### config.mk
export PLATFORM = sky130hd
export DESIGN_NAME = fpmul_arb_flat
export DESIGN_NICKNAME = d
export VERILOG_FILES = /design/src/rtl/fpmul_arb_if.sv /design/src/rtl/fpmul_arb.sv /design/src/flat_wrapper.sv
export SDC_FILE = /design/constraint.sdc
export NUM_CORES = 1
export LEC_CHECK = 0
export CORE_AREA = 2 2 161 163
export CTS_BUF_LIST = sky130_fd_sc_hd__clkbuf_4 sky130_fd_sc_hd__clkbuf_8
export DETAILED_ROUTE_END_ITERATION = 6
export DIE_AREA = 0 0 163 165
export MAX_ROUTING_LAYER = met4
export PLACE_DENSITY = 0.57
export SYNTH_ARGS = -nofsm -noshare
export SYNTH_HDL_FRONTEND = slang
export SYNTH_SLANG_ARGS = --single-unit
### constraint.sdc
create_clock -name Clk -period 2 [get_ports Clk]
set_input_delay 0.2 -clock Clk [delete_from_list [all_inputs] [get_ports Clk]]
set_output_delay 0.2 -clock Clk [all_outputs]
set_load 0.005 [all_outputs]
### src/rtl/fpmul_arb_if.sv
`default_nettype none
// ============================================================================
// Module   : fpmul_arb_if
// Purpose  : Requester-side and fpmul-side signal bundle for fpmul_arb.
// Revision : 1.0 - initial release
// ============================================================================
interface fpmul_arb_if #(
    parameter int NREQ = 4
);
    logic [NREQ-1:0]      Req;
    logic [32*NREQ-1:0]   ReqA;
    logic [32*NREQ-1:0]   ReqB;
    logic [NREQ-1:0]      Ack;
    logic [NREQ-1:0]      Gnt;
    logic [31:0]          Res_P;
    logic [5:0]           Res_Flags;
    logic                 Busy;
    logic                 Err;
    logic                 M_Start;
    logic [31:0]          M_A;
    logic [31:0]          M_B;
    logic                 M_Done;
    logic [31:0]          M_P;
    logic [5:0]           M_Flags;

    // Environment side: requesters plus the fpmul core results.
    modport master (
        output Req, ReqA, ReqB, M_Done, M_P, M_Flags,
        input  Ack, Gnt, Res_P, Res_Flags, Busy, Err, M_Start, M_A, M_B
    );

    // Arbiter side.
    modport slave (
        input  Req, ReqA, ReqB, M_Done, M_P, M_Flags,
        output Ack, Gnt, Res_P, Res_Flags, Busy, Err, M_Start, M_A, M_B
    );
endinterface
`default_nettype wire

### src/rtl/fpmul_arb.sv
`default_nettype none
// ============================================================================
// Module   : fpmul_arb
// Purpose  : Round-robin arbiter/sequencer sharing one fpmul core among NREQ
//            requesters. Optional watchdog: define FPMUL_ARB_TIMEOUT_EN.
// Revision : 1.0 - initial release
// ============================================================================
module fpmul_arb #(
    parameter int NREQ    = 4,
    parameter int TIMEOUT = 255
) (
    input  wire logic   Clk,
    input  wire logic   Rst,
    fpmul_arb_if.slave  bus
);
    localparam int          PW      = (NREQ > 1) ? $clog2(NREQ) : 1;
    localparam logic [31:0] c_QNAN  = 32'h7FC0_0000;
    localparam logic [5:0]  c_NANF  = 6'b001000;

    typedef enum logic [1:0] {
        S_IDLE  = 2'd0,
        S_ISSUE = 2'd1,
        S_WAIT  = 2'd2,
        S_RESP  = 2'd3
    } state_t;

    generate
        if (NREQ < 2 || NREQ > 8) begin : g_bad_nreq
            $error("fpmul_arb: NREQ must be in 2..8");
        end
        if (TIMEOUT < 1 || TIMEOUT > 65535) begin : g_bad_timeout
            $error("fpmul_arb: TIMEOUT must be in 1..65535");
        end
    endgenerate

    state_t             r_state;
    logic [PW-1:0]      r_ptr;
    logic [PW-1:0]      r_win;
    logic [NREQ-1:0]    r_gnt;
    logic [31:0]        r_m_a;
    logic [31:0]        r_m_b;
    logic [31:0]        r_res_p;
    logic [5:0]         r_res_flags;
    logic               r_busy;
    logic               r_start;
`ifdef FPMUL_ARB_TIMEOUT_EN
    logic [15:0]        r_wdog;
    logic               r_err;
`endif

    logic               w_found;
    logic [PW-1:0]      w_win;
    logic [PW-1:0]      w_cand;

    // Cyclic priority search starting at r_ptr; first hit wins.
    always_comb begin
        w_found = 1'b0;
        w_win   = '0;
        w_cand  = '0;
        for (int k = 0; k < NREQ; k++) begin
            w_cand = PW'((32'(r_ptr) + 32'(k)) % 32'(NREQ));
            if (!w_found && bus.Req[w_cand]) begin
                w_found = 1'b1;
                w_win   = w_cand;
            end
        end
    end

    always_ff @(posedge Clk) begin
        if (!Rst) begin
            r_state     <= S_IDLE;
            r_ptr       <= '0;
            r_win       <= '0;
            r_gnt       <= '0;
            r_m_a       <= '0;
            r_m_b       <= '0;
            r_res_p     <= '0;
            r_res_flags <= '0;
            r_busy      <= 1'b0;
            r_start     <= 1'b0;
`ifdef FPMUL_ARB_TIMEOUT_EN
            r_wdog      <= '0;
            r_err       <= 1'b0;
`endif
        end else begin
            case (r_state)
                S_IDLE: begin
                    if (w_found) begin
                        r_gnt   <= NREQ'(1) << w_win;
                        r_win   <= w_win;
                        r_m_a   <= bus.ReqA[{w_win, 5'd0} +: 32];
                        r_m_b   <= bus.ReqB[{w_win, 5'd0} +: 32];
                        r_start <= 1'b1;
                        r_busy  <= 1'b1;
                        r_state <= S_ISSUE;
                    end
                end
                S_ISSUE: begin
                    r_start <= 1'b0;
`ifdef FPMUL_ARB_TIMEOUT_EN
                    r_wdog  <= '0;
`endif
                    r_state <= S_WAIT;
                end
                S_WAIT: begin
                    // Done wins over a watchdog expiry in the same cycle.
                    if (bus.M_Done) begin
                        r_res_p     <= bus.M_P;
                        r_res_flags <= bus.M_Flags;
`ifdef FPMUL_ARB_TIMEOUT_EN
                        r_err       <= 1'b0;
`endif
                        r_state     <= S_RESP;
                    end
`ifdef FPMUL_ARB_TIMEOUT_EN
                    else if (r_wdog == 16'(TIMEOUT)) begin
                        r_res_p     <= c_QNAN;
                        r_res_flags <= c_NANF;
                        r_err       <= 1'b1;
                        r_state     <= S_RESP;
                    end else begin
                        r_wdog      <= r_wdog + 16'd1;
                    end
`endif
                end
                S_RESP: begin
                    r_gnt   <= '0;
                    r_busy  <= 1'b0;
`ifdef FPMUL_ARB_TIMEOUT_EN
                    r_err   <= 1'b0;
`endif
                    r_ptr   <= (r_win == PW'(NREQ - 1)) ? '0 : r_win + 1'b1;
                    r_state <= S_IDLE;
                end
                default: r_state <= S_IDLE;
            endcase
        end
    end

    assign bus.Ack       = (r_state == S_RESP) ? r_gnt : '0;
    assign bus.Gnt       = r_gnt;
    assign bus.Res_P     = r_res_p;
    assign bus.Res_Flags = r_res_flags;
    assign bus.Busy      = r_busy;
    assign bus.M_Start   = r_start;
    assign bus.M_A       = r_m_a;
    assign bus.M_B       = r_m_b;
`ifdef FPMUL_ARB_TIMEOUT_EN
    assign bus.Err       = r_err;
`else
    assign bus.Err       = 1'b0;
`endif

endmodule
`default_nettype wire

### src/flat_wrapper.sv
// flat-port wrapper written by rule: the top's interface ports become plain ports
module fpmul_arb_flat 
#(
    parameter int NREQ    = 4,
    parameter int TIMEOUT = 255
)
  (Clk, Rst, bus_Req, bus_ReqA, bus_ReqB, bus_M_Done, bus_M_P, bus_M_Flags, bus_Ack, bus_Gnt, bus_Res_P, bus_Res_Flags, bus_Busy, bus_Err, bus_M_Start, bus_M_A, bus_M_B);
  fpmul_arb_if #(.NREQ(NREQ)) bus_i ();
  input  wire logic Clk;
  input  wire logic Rst;
  input wire logic [$bits(bus_i.Req)-1:0] bus_Req;
  input wire logic [$bits(bus_i.ReqA)-1:0] bus_ReqA;
  input wire logic [$bits(bus_i.ReqB)-1:0] bus_ReqB;
  input wire logic [$bits(bus_i.M_Done)-1:0] bus_M_Done;
  input wire logic [$bits(bus_i.M_P)-1:0] bus_M_P;
  input wire logic [$bits(bus_i.M_Flags)-1:0] bus_M_Flags;
  output wire logic [$bits(bus_i.Ack)-1:0] bus_Ack;
  output wire logic [$bits(bus_i.Gnt)-1:0] bus_Gnt;
  output wire logic [$bits(bus_i.Res_P)-1:0] bus_Res_P;
  output wire logic [$bits(bus_i.Res_Flags)-1:0] bus_Res_Flags;
  output wire logic [$bits(bus_i.Busy)-1:0] bus_Busy;
  output wire logic [$bits(bus_i.Err)-1:0] bus_Err;
  output wire logic [$bits(bus_i.M_Start)-1:0] bus_M_Start;
  output wire logic [$bits(bus_i.M_A)-1:0] bus_M_A;
  output wire logic [$bits(bus_i.M_B)-1:0] bus_M_B;
  assign bus_i.Req = bus_Req;
  assign bus_i.ReqA = bus_ReqA;
  assign bus_i.ReqB = bus_ReqB;
  assign bus_i.M_Done = bus_M_Done;
  assign bus_i.M_P = bus_M_P;
  assign bus_i.M_Flags = bus_M_Flags;
  assign bus_Ack = bus_i.Ack;
  assign bus_Gnt = bus_i.Gnt;
  assign bus_Res_P = bus_i.Res_P;
  assign bus_Res_Flags = bus_i.Res_Flags;
  assign bus_Busy = bus_i.Busy;
  assign bus_Err = bus_i.Err;
  assign bus_M_Start = bus_i.M_Start;
  assign bus_M_A = bus_i.M_A;
  assign bus_M_B = bus_i.M_B;
  fpmul_arb #(.NREQ(NREQ), .TIMEOUT(TIMEOUT)) u_core (.Clk(Clk), .Rst(Rst), .bus(bus_i));
endmodule
* Yosys cells after proc, flatten, opt, wreduce, memory -nomap -nowiden
Index checks and enable logic that the tools add are counted.
Storage, ports and cells: flip-flop bits (word level) 114, input bits 301, output and inout bits 113, word-level logic and storage cells 67
Cells by class: add/subtract/negate cells 4, $lt $le $gt $ge 4, equality and inequality tests 6, shifts and indexed selects 3, multiplexer cells 26, reductions and logical operators 14
Operators with widths (count):
- $shiftx 128x8->32 | 2
- $mux 2 | 7
- $lt 2x3->1 const B | 4
- $reduce_and 2->1 | 5
- $mux 1 | 9
- $bmux 1 s2 | 4
- $mux 4 | 2
- $pmux 2 s4 | 1
- $pmux 4 s2 | 1
- $eq 2x2->1 const B | 3
- $add 2x1->2 const B | 2
- $add 2x2->2 const B | 2
- $pmux 1 s2 | 2
- $reduce_bool 2->1 | 2
- $shl 1x2->4 const A | 1
- $logic_and 1x1->1 | 3
- $logic_not 1->1 | 3
- $eq 2x1->1 const B | 1
- $logic_not 2->1 | 1
- $ne 2x1->1 const B | 1
- $ne 2x2->1 const B | 1

* Depth between registers and ports, before layout
Gate-level depths: netlist of run 1.
depth after elaboration 15, mapped depth 9, mapped depth without buffers 6

* Least setup slack after synthesis of run 1
Ideal clock, no wire load.
path type register to register, start point register u_core.r_state[0], end point register u_core.r_m_a[0], in the netlist u_core.bus.M_A[0], arrival time 1.567 ns, setup slack 0.363 ns, stages on the path, launching flop included 9, buffers on the path 3, path through dfxtp_1 > inv_1 > ha_1 > buf_2 > nor2b_1 > buf_2 > clkbuf_1 > o21ai_0 > a21oi_1
Between the ends: word-level cells in the longest chain between the ends 2
Ends and longest elaborated chain:
- from (decl) | line fpmul_arb.sv:36 | state_t r_state;
- from (signal assigned) | line fpmul_arb.sv:71 | r_state <= S_IDLE;
- from (signal assigned) | line fpmul_arb.sv:95 | r_state <= S_ISSUE;
- from (signal assigned) | line fpmul_arb.sv:103 | r_state <= S_WAIT;
- $logic_not 2->1 | line fpmul_arb.sv:86 | case (r_state)
- $reduce_and 2->1 (no line)
- to (signal assigned) | line fpmul_arb.sv:91 | r_m_a <= bus.ReqA[{w_win, 5'd0} +: 32];
- to (decl) | line fpmul_arb.sv:40 | logic [31:0] r_m_a;
No other way between the ends. A chain may end at the register's enable or synchronous reset.

* Final worst setup path of run 1
start point register u_core.r_ptr[1], end point register u_core.r_m_a[22], in the netlist u_core.bus.M_A[22]
Between the ends: word-level cells in the longest chain between the ends 13, elaborated cells between the ends (all ways) 27, classes of those cells add/sub (3); shift (1); mux (16); reduce/logical (7)
Ends and longest elaborated chain:
- from (decl) | line fpmul_arb.sv:37 | logic [PW-1:0] r_ptr;
- from (signal assigned) | line fpmul_arb.sv:132 | r_ptr <= (r_win == PW'(NREQ - 1)) ? '0 : r_win + 1'b1;
- parallel branches: the longest is 13 deep, another holds $add 2x1->2
Several ways; the timed one is not identified. The select of a mux whose other input is x is not followed.

==> results of run 1 <==
## layout make-up
| class | instances | area (µm²) | area share |
|---|---|---|---|
| repair buffers | 450 | 4570 | 0.437 |
| multi-input cells | 453 | 2750 | 0.264 |
| flip-flops and latches | 114 | 2290 | 0.219 |
| well taps | 330 | 413 | 0.0395 |
| clock buffers | 17 | 234 | 0.0224 |
| clock inverters | 15 | 173 | 0.0165 |
| inverters | 4 | 15.0 | 0.00144 |
| diodes | 1 | 2.50 | 0.000240 |
## timing repair
action                     CTS  global route
hold endpoints to repair     0             0
resized for setup            3             3
pin swaps                    0             1
setup endpoints to repair    4             8
## kinds of logic (layout without fill, tap and decap cells)
kind of cell	Yosys count	in the layout	share of synthesized area
muxes	6	6	0.0111
AOI/OAI and AO/OA	319	319	0.378
DFF	114	114	0.420
buffers and inverters	76	486	0.0801
adders and majority gates	6	6	0.0138
other	1	2	0.000690
and+or+nand+nor	121	121	0.0962
## flip-flops by register name, indices dropped and copies added (netlist names)
signal                flops
u_core.bus.Busy           1
u_core.bus.Gnt            4
u_core.bus.M_A           32
u_core.bus.M_B           32
u_core.bus.M_Start        1
u_core.bus.Res_Flags      6
u_core.bus.Res_P         32
u_core.r_ptr              2
u_core.r_state            2
u_core.r_win              2
## where the power goes
group / internal [mW] / total [mW] / switching (mW)
logic: 2.59 / 4.72 / 2.13
registers: 2.93 / 3.30 / 0.370
clock network: 1.15 / 2.34 / 1.20
## per-layer routing
metal | part of all wire | global-route usage | up-vias | wire (µm)
met5 | 0 | - | - | 0
met1 | 0.42 | 0.230 | 3103 | 10900
met2 | 0.49 | 0.309 | 296 | 12800
met3 | 0.069 | 0.0465 | 25 | 1790
met4 | 0.017 | 0.0571 | 0 | 452
li1 | - | - | 3212 | -
## worst min-delay path, cell delays in order
cell and delay, ns:
buf_4 0.25, o21ai_0 0.13, a21oi_1 0.04
## final timing paths
path              slack, ns  cells past startpoint              endpoint
setup / recovery       0.12                      7    u_core.bus.M_A[22]
hold / removal         0.23                      3    u_core.bus.M_A[22]
setup reg to reg       0.12                      7    u_core.bus.M_A[22]
hold reg to reg        0.46                      2  u_core.bus.Res_P[25]
## synthesized netlist by cell type
library cell / count / share of area
a222oi_1: 64 / 0.12
inv_1: 4 / 0.0028
buf_4: 6 / 0.0083
buf_2: 18 / 0.017
a21bo_2: 1 / 0.0018
clkbuf_1: 32 / 0.022
nor2_1: 9 / 0.0062
o21ai_1: 5 / 0.0046
o22ai_1: 4 / 0.0046
nand2_1: 89 / 0.061
o31a_1: 1 / 0.0016
buf_6: 14 / 0.029
o31ai_2: 1 / 0.0023
dfxtp_1: 114 / 0.42
a21oi_1: 137 / 0.13
nor4_4: 1 / 0.0039
nor2b_1: 11 / 0.013
o211a_1: 2 / 0.0037
ha_1: 6 / 0.014
nand2b_1: 2 / 0.0023
nor3_1: 3 / 0.0028
o21ai_0: 63 / 0.058
mux2i_1: 6 / 0.011
o221a_2: 1 / 0.0021
and2_1: 6 / 0.0069
a21boi_0: 39 / 0.054
buf_1: 2 / 0.0014
o2111ai_1: 1 / 0.0016
conb_1: 1 / 0.00069
==> run_results.csv, run 1 <==
group,metric,value,unit
clock_network,post_cts_buffers,0,
synthesis,synth_seq_cells,114,
final_layout,drive_above_1_share,0.0788,
final_layout,nNetsFinal,1347,
routing,drtIter0Drc,605,
sta,clock_skew,0.0105,ns
worst_setup_path,end_kind,"flop",
sta,finalMaxSlewViolations,0,
worst_setup_path,cpPeakStageDelay,0.41,ns
worst_setup_path,timing.rr.start,"u_core.r_ptr[1]",
routing,ant_nets,0,
worst_setup_path,cp-startpoint,"u_core.r_ptr[1]",
clock_network,clkTransAtPathRegs,0.08,ns
clock_network,cts_tree,"done",
hold_path,hold_start,"Rst",
placed_design,place_hpwl,19200,µm
routing,finalWirelength,25900,µm
final_layout,final_cell_mix,"clkdlybuf4s50_1, a21oi_1, dfxtp_1",
floorplan,die_w,163,µm
placed_design,gp_congestion,0.819,
placed_design,dp_cells,1351,
synthesis,avgSynthCellArea,8.45,µm²
power,total_power,10.4,mW
flow_run,maxCapViolCount,0,
clock_network,cts_buffers,17,
worst_setup_path,critPathKind,"reg -> reg",
power,irDropWorstVdd,0.414,mV
synthesis,yosysWarnings,0,
global_route,grt_antenna_before_repair,1,
clock_network,cts_root_buf,"clkbuf_8",
routing,wl_per_cell,18.7,µm
global_route,grt_max_degree,43,
final_layout,final_common_cell,"clkdlybuf4s50_1",
routing,drc_errors,0,
floorplan,design.core.area,25000,µm²
synthesis,synth_area,5440,µm²
placed_design,placed_area,10000,µm²
floorplan,initial_core_util,0.217,
worst_setup_path,crit_buf_inv,3,
final_layout,fill_cells,2527,
sta,fmax,531,MHz
worst_setup_path,crit_required,2.32,ns
floorplan,die_y,165,µm
synthesis,synth_cells,643,
placed_design,io_buffers,412,
final_layout,instances_no_fill,1384,
worst_setup_path,cp-start-kind,"flop",
clock_network,cts_max_level,4,
clock_network,cts.sinks,114,
worst_setup_path,cp_slowest_cell,"a222oi_1",
hold_path,hold_path.class,"in -> reg",
sta,rsz0062_at_grt,"no",
power,powerDensity,993,nW/µm²
global_route,grt-ovfl-total,0,
synthesis,synthesis.nets,950,
floorplan,die_area,26900,µm²
clock_network,clock_path_buffers,2,
sta,setup-tns-final,0,ns
routing,dr.pass1.iters,6,
clock_network,cts_hold_buf,0,
sta,period_minus_slack,1.88,ns
floorplan,fp-row-count,58,
worst_setup_path,crit_arrival,2.20,ns
power,cellLeakagePower,3.72,nW
global_route,grt_usage,0.189,
routing,via_per_inst,4.79,
final_layout,design_area,10400,µm²
routing,via_count,6636,
clock_network,worstSkewPairLatency,0.45,ns
final_layout,syn_to_final_growth,92.2,%
outcome,outcome,"complete, no violations",
floorplan,io_pins,414,
final_layout,final_util,0.417,
sta,holdWs,0.234,ns
worst_setup_path,cp_top_family,"compound AO/OA/AOI/OAI gates",
worst_setup_path,crit_path_max_fanout,27,
sta,worst_slack,0.117,ns
sta,fin_crit_sh,0.941,
placed_design,post-place-ws,-0.200,ns
worst_setup_path,cp_cell_sequence,"buf_4 > inv_1 > a21oi_1 > o221a_2 > buf_4 > a222oi_1 > a21oi_1",
synthesis,ys_types,29,
synthesis,seq_area_frac_synth,0.420,
global_route,grt_pass1_wl,37500,µm
global_route,grt_pass1_vias,6502,
sta,setup_viol,0,
sta,final_hold_viol_count,0,
No activity file was read; power rests on OpenSTA's default activity.
==> run 2: changes to the inputs <==
--- a/config.mk
+++ b/config.mk
@@ -10,7 +10,7 @@
 export DETAILED_ROUTE_END_ITERATION = 6
 export DIE_AREA = 0 0 163 165
 export MAX_ROUTING_LAYER = met4
-export PLACE_DENSITY = 0.57
+export PLACE_DENSITY_LB_ADDON = 0.3
 export SYNTH_ARGS = -nofsm -noshare
 export SYNTH_HDL_FRONTEND = slang
 export SYNTH_SLANG_ARGS = --single-unit
==> run 2 against run 1 <==
The flow now finishes with violations (DRC); worst hold slack improved by 0.0086 ns; sequential power about the same; critical path depth down 4; global-route usage shrank 0.37 points; sequential share of layout area is essentially flat; combinational power up 1%; core utilization down 0.13 points; critical path type is now reg -> out; critical endpoint is now bus_Ack[0]; largest cell class unchanged; largest power group unchanged.
==> run_results.csv, run 2 (synthesized netlist as in run 1, its figures left out) <==
group,metric,value,unit
floorplan,die_area,26900,µm²
power,cellLeakagePower,3.69,nW
sta,fin_crit_sh,0.947,
worst_setup_path,end_kind,"primary output",
sta,fmax,528,MHz
final_layout,final_cell_mix,"clkdlybuf4s50_1, a21oi_1, dfxtp_1",
sta,final_hold_viol_count,0,
sta,finalMaxSlewViolations,0,
power,net-switching-power,3.62,mW
routing,drc_errors,4,
power,p_int,6.71,mW
hold_path,holdPathStages,2,
hold_path,hold_start,"Rst",
placed_design,gp_congestion,0.849,
routing,drtIter0Drc,665,
sta,rsz0062_at_grt,"no",
outcome,outcome,"complete, but fails checks",
sta,period_minus_slack,1.89,ns
clock_network,cts_tree,"done",
flow_run,maxCapViolCount,0,
outcome,violations,"DRC",
power,share_comb_of_total_power,0.463,
global_route,grt-ovfl-total,0,
clock_network,cts_buffers,17,
placed_design,place_hpwl,18900,µm
final_layout,final_common_cell,"clkdlybuf4s50_1",
sta,setup_viol,0,
worst_setup_path,crit_path_max_fanout,5,
clock_network,cts_max_level,4,
worst_setup_path,cp-startpoint,"u_core.r_state[1]",
worst_setup_path,cpPeakStageDelay,0.52,ns
worst_setup_path,timing.rr.start,"u_core.r_state[0]",
clock_network,cts_root_buf,"clkbuf_8",
power,pwr-share-seq,0.318,
sta,worst_slack,0.107,ns
placed_design,post-place-ws,-0.0472,ns
power,clockPowerShare,0.219,
routing,wl_per_cell,18.7,µm
routing,ant_nets,0,
floorplan,io_pins,414,
global_route,grt_antenna_before_repair,3,
final_layout,regArea,2280,µm²
global_route,grt_pass1_wl,37000,µm
global_route,grt_max_degree,46,
worst_setup_path,cp-start-kind,"flop",
final_layout,multi_input_area,2740,µm²
hold_path,hold_path.class,"in -> reg",
global_route,grt_pass1_vias,6482,
floorplan,die_w,163,µm
worst_setup_path,cp_cell_sequence,"ha_2 > and2_1 > clkdlybuf4s50_1",
power,powerDensity,991,nW/µm²
clock_network,cts.sinks,114,
routing,via_count,6644,
sta,clock_skew,0.0186,ns
clock_network,clkTransAtPathRegs,0.07,ns
placed_design,io_buffers,412,
worst_setup_path,crit_buf_inv,1,
final_layout,drive_above_1_share,0.0699,
worst_setup_path,crit_required,1.80,ns
worst_setup_path,cp_top_family,"buffers and inverters",
floorplan,initial_core_util,0.217,
final_layout,nNetsFinal,1339,
floorplan,die_y,165,µm
final_layout,fill_cells,2518,
clock_network,ctsResizeCount,0,
sta,setup-tns-final,0,ns
clock_network,cts_hold_buf,0,
routing,via_per_inst,4.82,
final_layout,syn_to_final_growth,91.6,%
clock_network,post_cts_buffers,0,
routing,finalWirelength,25700,µm
power,switching_share,0.350,
worst_setup_path,critPathKind,"reg -> out",
power,irDropWorstVdd,0.420,mV
routing,dr.pass1.iters,7,
global_route,grt_usage,0.185,
worst_setup_path,cp.depth,3,
worst_setup_path,crit_arrival,1.69,ns
clock_network,clock_path_buffers,2,
floorplan,design.core.area,25000,µm²
clock_network,worstSkewPairLatency,0.44,ns
floorplan,fp-row-count,58,
worst_setup_path,r2r_cells,6,
worst_setup_path,cp_slowest_cell,"clkdlybuf4s50_1",
run 2: metal layers:
metal / wire length (µm) / vias to the layer above / share of wire / track usage
li1: - / 3190 / - / -
met1: 10300 / 3103 / 0.40 / 0.219
met2: 12800 / 314 / 0.50 / 0.301
met3: 2000 / 37 / 0.078 / 0.0480
met4: 597 / 0 / 0.023 / 0.0724
met5: 0 / - / 0 / -
run 2: path summary, 6_finish.rpt:
| check | slack [ns] | endpoint |
|---|---|---|
| setup / recovery | 0.11 | bus_Ack[0] |
| hold / removal | 0.24 | u_core.bus.Res_P[0] |
| setup reg to reg | 0.23 | u_core.bus.M_A[11] |
| hold reg to reg | 0.46 | u_core.bus.Res_P[13] |
run 2: area by class of cell:
| cell class | instances | share of cell area |
|---|---|---|
| sequential | 114 | 0.219 |
| inverter | 4 | 0.00144 |
| clock inverter | 14 | 0.0148 |
| timing repair buffer | 442 | 0.438 |
| antenna | 3 | 0.000721 |
| tap | 330 | 0.0396 |
| clock buffer | 18 | 0.0232 |
| multi-input combinational | 453 | 0.263 |
run 2: power by group through the flow:
stage / Sequential [mW] / Combinational, mW / Clock (mW)
global placement: 3.32 / 4.80 / 0
finish: 3.28 / 4.78 / 2.26
floorplan: 3.33 / 1.99 / 0
global route: 3.36 / 5.19 / 2.46
detailed placement: 3.31 / 4.80 / 0
CTS: 3.28 / 4.83 / 2.37
run 2: stage by stage:
stage / utilization / instances / hold slack [ns] / power [mW] / area (µm²)
after CTS: 0.415 / 1375 / 0.204 / 10.5 / 10400
after global routing: 0.416 / 1378 / 0.226 / 11.0 / 10400
after detailed placement: 0.400 / 1343 / 0.457 / 8.10 / 10000
final: 0.416 / 1378 / 0.243 / 10.3 / 10400
after global placement: 0.400 / 1343 / 0.449 / 8.12 / 10000
after floorplan: - / 643 / 0.345 / 5.32 / 5440
==> run 3: changes to the inputs <==
==> constraint.sdc (replaced) <==
create_clock -name Clk -period 2 [get_ports Clk]
set_input_delay 0.2 -clock Clk [delete_from_list [all_inputs] [get_ports Clk]]
set_output_delay 0.2 -clock Clk [all_outputs]
set_load 0.02 [all_outputs]
==> run 3 against run 2 <==
The flow still finishes with violations (DRC); register-to-register slack got worse by 0.04 ns; highest routed layer unchanged; sequential share of layout area about the same; final cell count unchanged; fmax up 4.4%; design area about the same; largest power group unchanged; worst hold slack lost 0.014 ns; combinational power grew 13%; via count is 0.86% higher; count of clock-buffer cells in the layout down 1; power rose by 7.9%.
==> run_results.csv, run 3 (synthesized netlist as in run 1, its figures left out) <==
group,metric,value,unit
final_layout,final_common_cell,"clkdlybuf4s50_1",
worst_setup_path,cpPeakStageDelay,0.44,ns
flow_run,maxCapViolCount,0,
global_route,grt_antenna_before_repair,3,
sta,fin_crit_sh,0.907,
worst_setup_path,end_kind,"flop",
global_route,grt_pass1_vias,6586,
worst_setup_path,cp_cell_sequence,"nor2_1 > a21oi_1 > o31ai_4 > buf_4 > a222oi_1 > a21oi_1",
sta,clock_skew,0.0141,ns
sta,holdWs,0.228,ns
final_layout,final_cell_mix,"clkdlybuf4s50_1, a21oi_1, dfxtp_1",
placed_design,gp_congestion,0.833,
sta,fmax,551,MHz
clock_network,clock_path_buffers,2,
power,powerDensity,1070,nW/µm²
routing,dr.pass1.iters,7,
outcome,violations,"DRC",
final_layout,drive_above_1_share,0.0708,
clock_network,cts_root_buf,"clkbuf_8",
clock_network,clkTransAtPathRegs,0.08,ns
floorplan,initial_core_util,0.217,
floorplan,die_y,165,µm
clock_network,post_cts_buffers,0,
clock_network,cts_tree,"done",
worst_setup_path,crit_required,2.32,ns
sta,period_minus_slack,1.81,ns
clock_network,cts_buffers,17,
global_route,grt-ovfl-total,0,
floorplan,io_pins,414,
sta,setup-tns-final,0,ns
final_layout,nNetsFinal,1339,
routing,ant_nets,0,
clock_network,cts_max_level,4,
global_route,grt_pass1_wl,37600,µm
worst_setup_path,cpMostUsedCell,"a21oi_1",
worst_setup_path,cp_slowest_cell,"a222oi_1",
global_route,grt_usage,0.188,
routing,via_count,6701,
routing,drtIter0Drc,565,
floorplan,fp-row-count,58,
clock_network,worstSkewPairLatency,0.45,ns
placed_design,place_hpwl,19000,µm
hold_path,hold_path.class,"in -> reg",
routing,finalWirelength,25900,µm
clock_network,cts.sinks,114,
sta,finalMaxSlewViolations,0,
routing,drc_errors,2,
routing,via_per_inst,4.86,
floorplan,design.core.area,25000,µm²
power,irDropWorstVdd,0.466,mV
final_layout,syn_to_final_growth,91.7,%
power,cellLeakagePower,3.71,nW
routing,wl_per_cell,18.8,µm
floorplan,die_w,163,µm
outcome,outcome,"complete, but fails checks",
floorplan,die_area,26900,µm²
worst_setup_path,cp-start-kind,"flop",
global_route,grt_max_degree,48,
worst_setup_path,crit_arrival,2.14,ns
sta,final_hold_viol_count,0,
worst_setup_path,crit_path_max_fanout,31,
placed_design,io_buffers,412,
sta,rsz0062_at_grt,"no",
sta,setup_viol,0,
power,total_power,11.1,mW
final_layout,final_util,0.416,
worst_setup_path,critPathKind,"reg -> reg",
## run 3: changes by cell type in the layout (fill, tap and decap cells not counted), sizes merged
cell / previous run / this run
inv: 8 / 10
clkdlybuf4s50: 411 / 407
clkinv: 5 / 4
clkinvlp: 3 / 2
clkbuf: 18 / 17
dlygate4sd2: 0 / 4
bufinv: 2 / 3
## run 3: cell type report
type / instances / area [µm²]
Fill cell: 2565 / 14600
Timing Repair Buffer: 442 / 4520
Multi-Input combinational cell: 453 / 2750
Sequential cell: 114 / 2280
Tap cell: 330 / 413
Clock buffer: 17 / 234
Clock inverter: 15 / 198
Inverter: 4 / 15.0
Antenna cell: 3 / 7.51
## run 3: repair_timing
item | 4_1_cts | 5_1_grt
endpoints found under the hold margin | 0 | 0
endpoints found under the setup margin | 4 | 6
gates resized for setup | 6 | 2
hold buffers | 0 | 0
## run 3: per-layer routing
| metal | track usage | vias to the layer above | share of wire |
|---|---|---|---|
| met5 | - | - | 0 |
| li1 | - | 3197 | - |
| met4 | 0.0668 | 0 | 0.022 |
| met2 | 0.320 | 329 | 0.51 |
| met3 | 0.0522 | 36 | 0.078 |
| met1 | 0.212 | 3139 | 0.39 |
## run 3: where the power goes
part           switching [mW]  total, mW  internal, mW
Clock                    1.17       2.44          1.27
Combinational            2.80       5.40          2.60
Sequential              0.378       3.30          2.93
Total                    4.34       11.1          6.79
## run 3: path summary, 6_finish.rpt
kind | depth (start not counted) | slack, ns | start | to
worst max-delay path | 6 | 0.19 | u_core.r_ptr[0] | u_core.bus.M_A[8]
worst min-delay path | 2 | 0.23 | Rst | u_core.bus.Res_P[7]
worst max register to register | 6 | 0.19 | u_core.r_ptr[0] | u_core.bus.M_A[8]
worst min register to register | 2 | 0.46 | u_core.bus.Res_P[2] | u_core.bus.Res_P[2]
## run 3: worst max-delay path: cells and delay by family (launching register included)
kind / cells / cell delay [ns]
compound gates: 4 / 0.93
buf+inv: 1 / 0.27
flops: 1 / 0.42
simple gates: 1 / 0.06
## run 3: per-stage QoR
stage,setup slack [ns],area (µm²),std cells
after floorplan,0.363,5440,643
after global placement,-0.105,9970,1343
after detailed placement,-0.164,9970,1343
after CTS,0.116,10400,1375
after global routing,0.0517,10400,1378
final,0.186,10400,1378
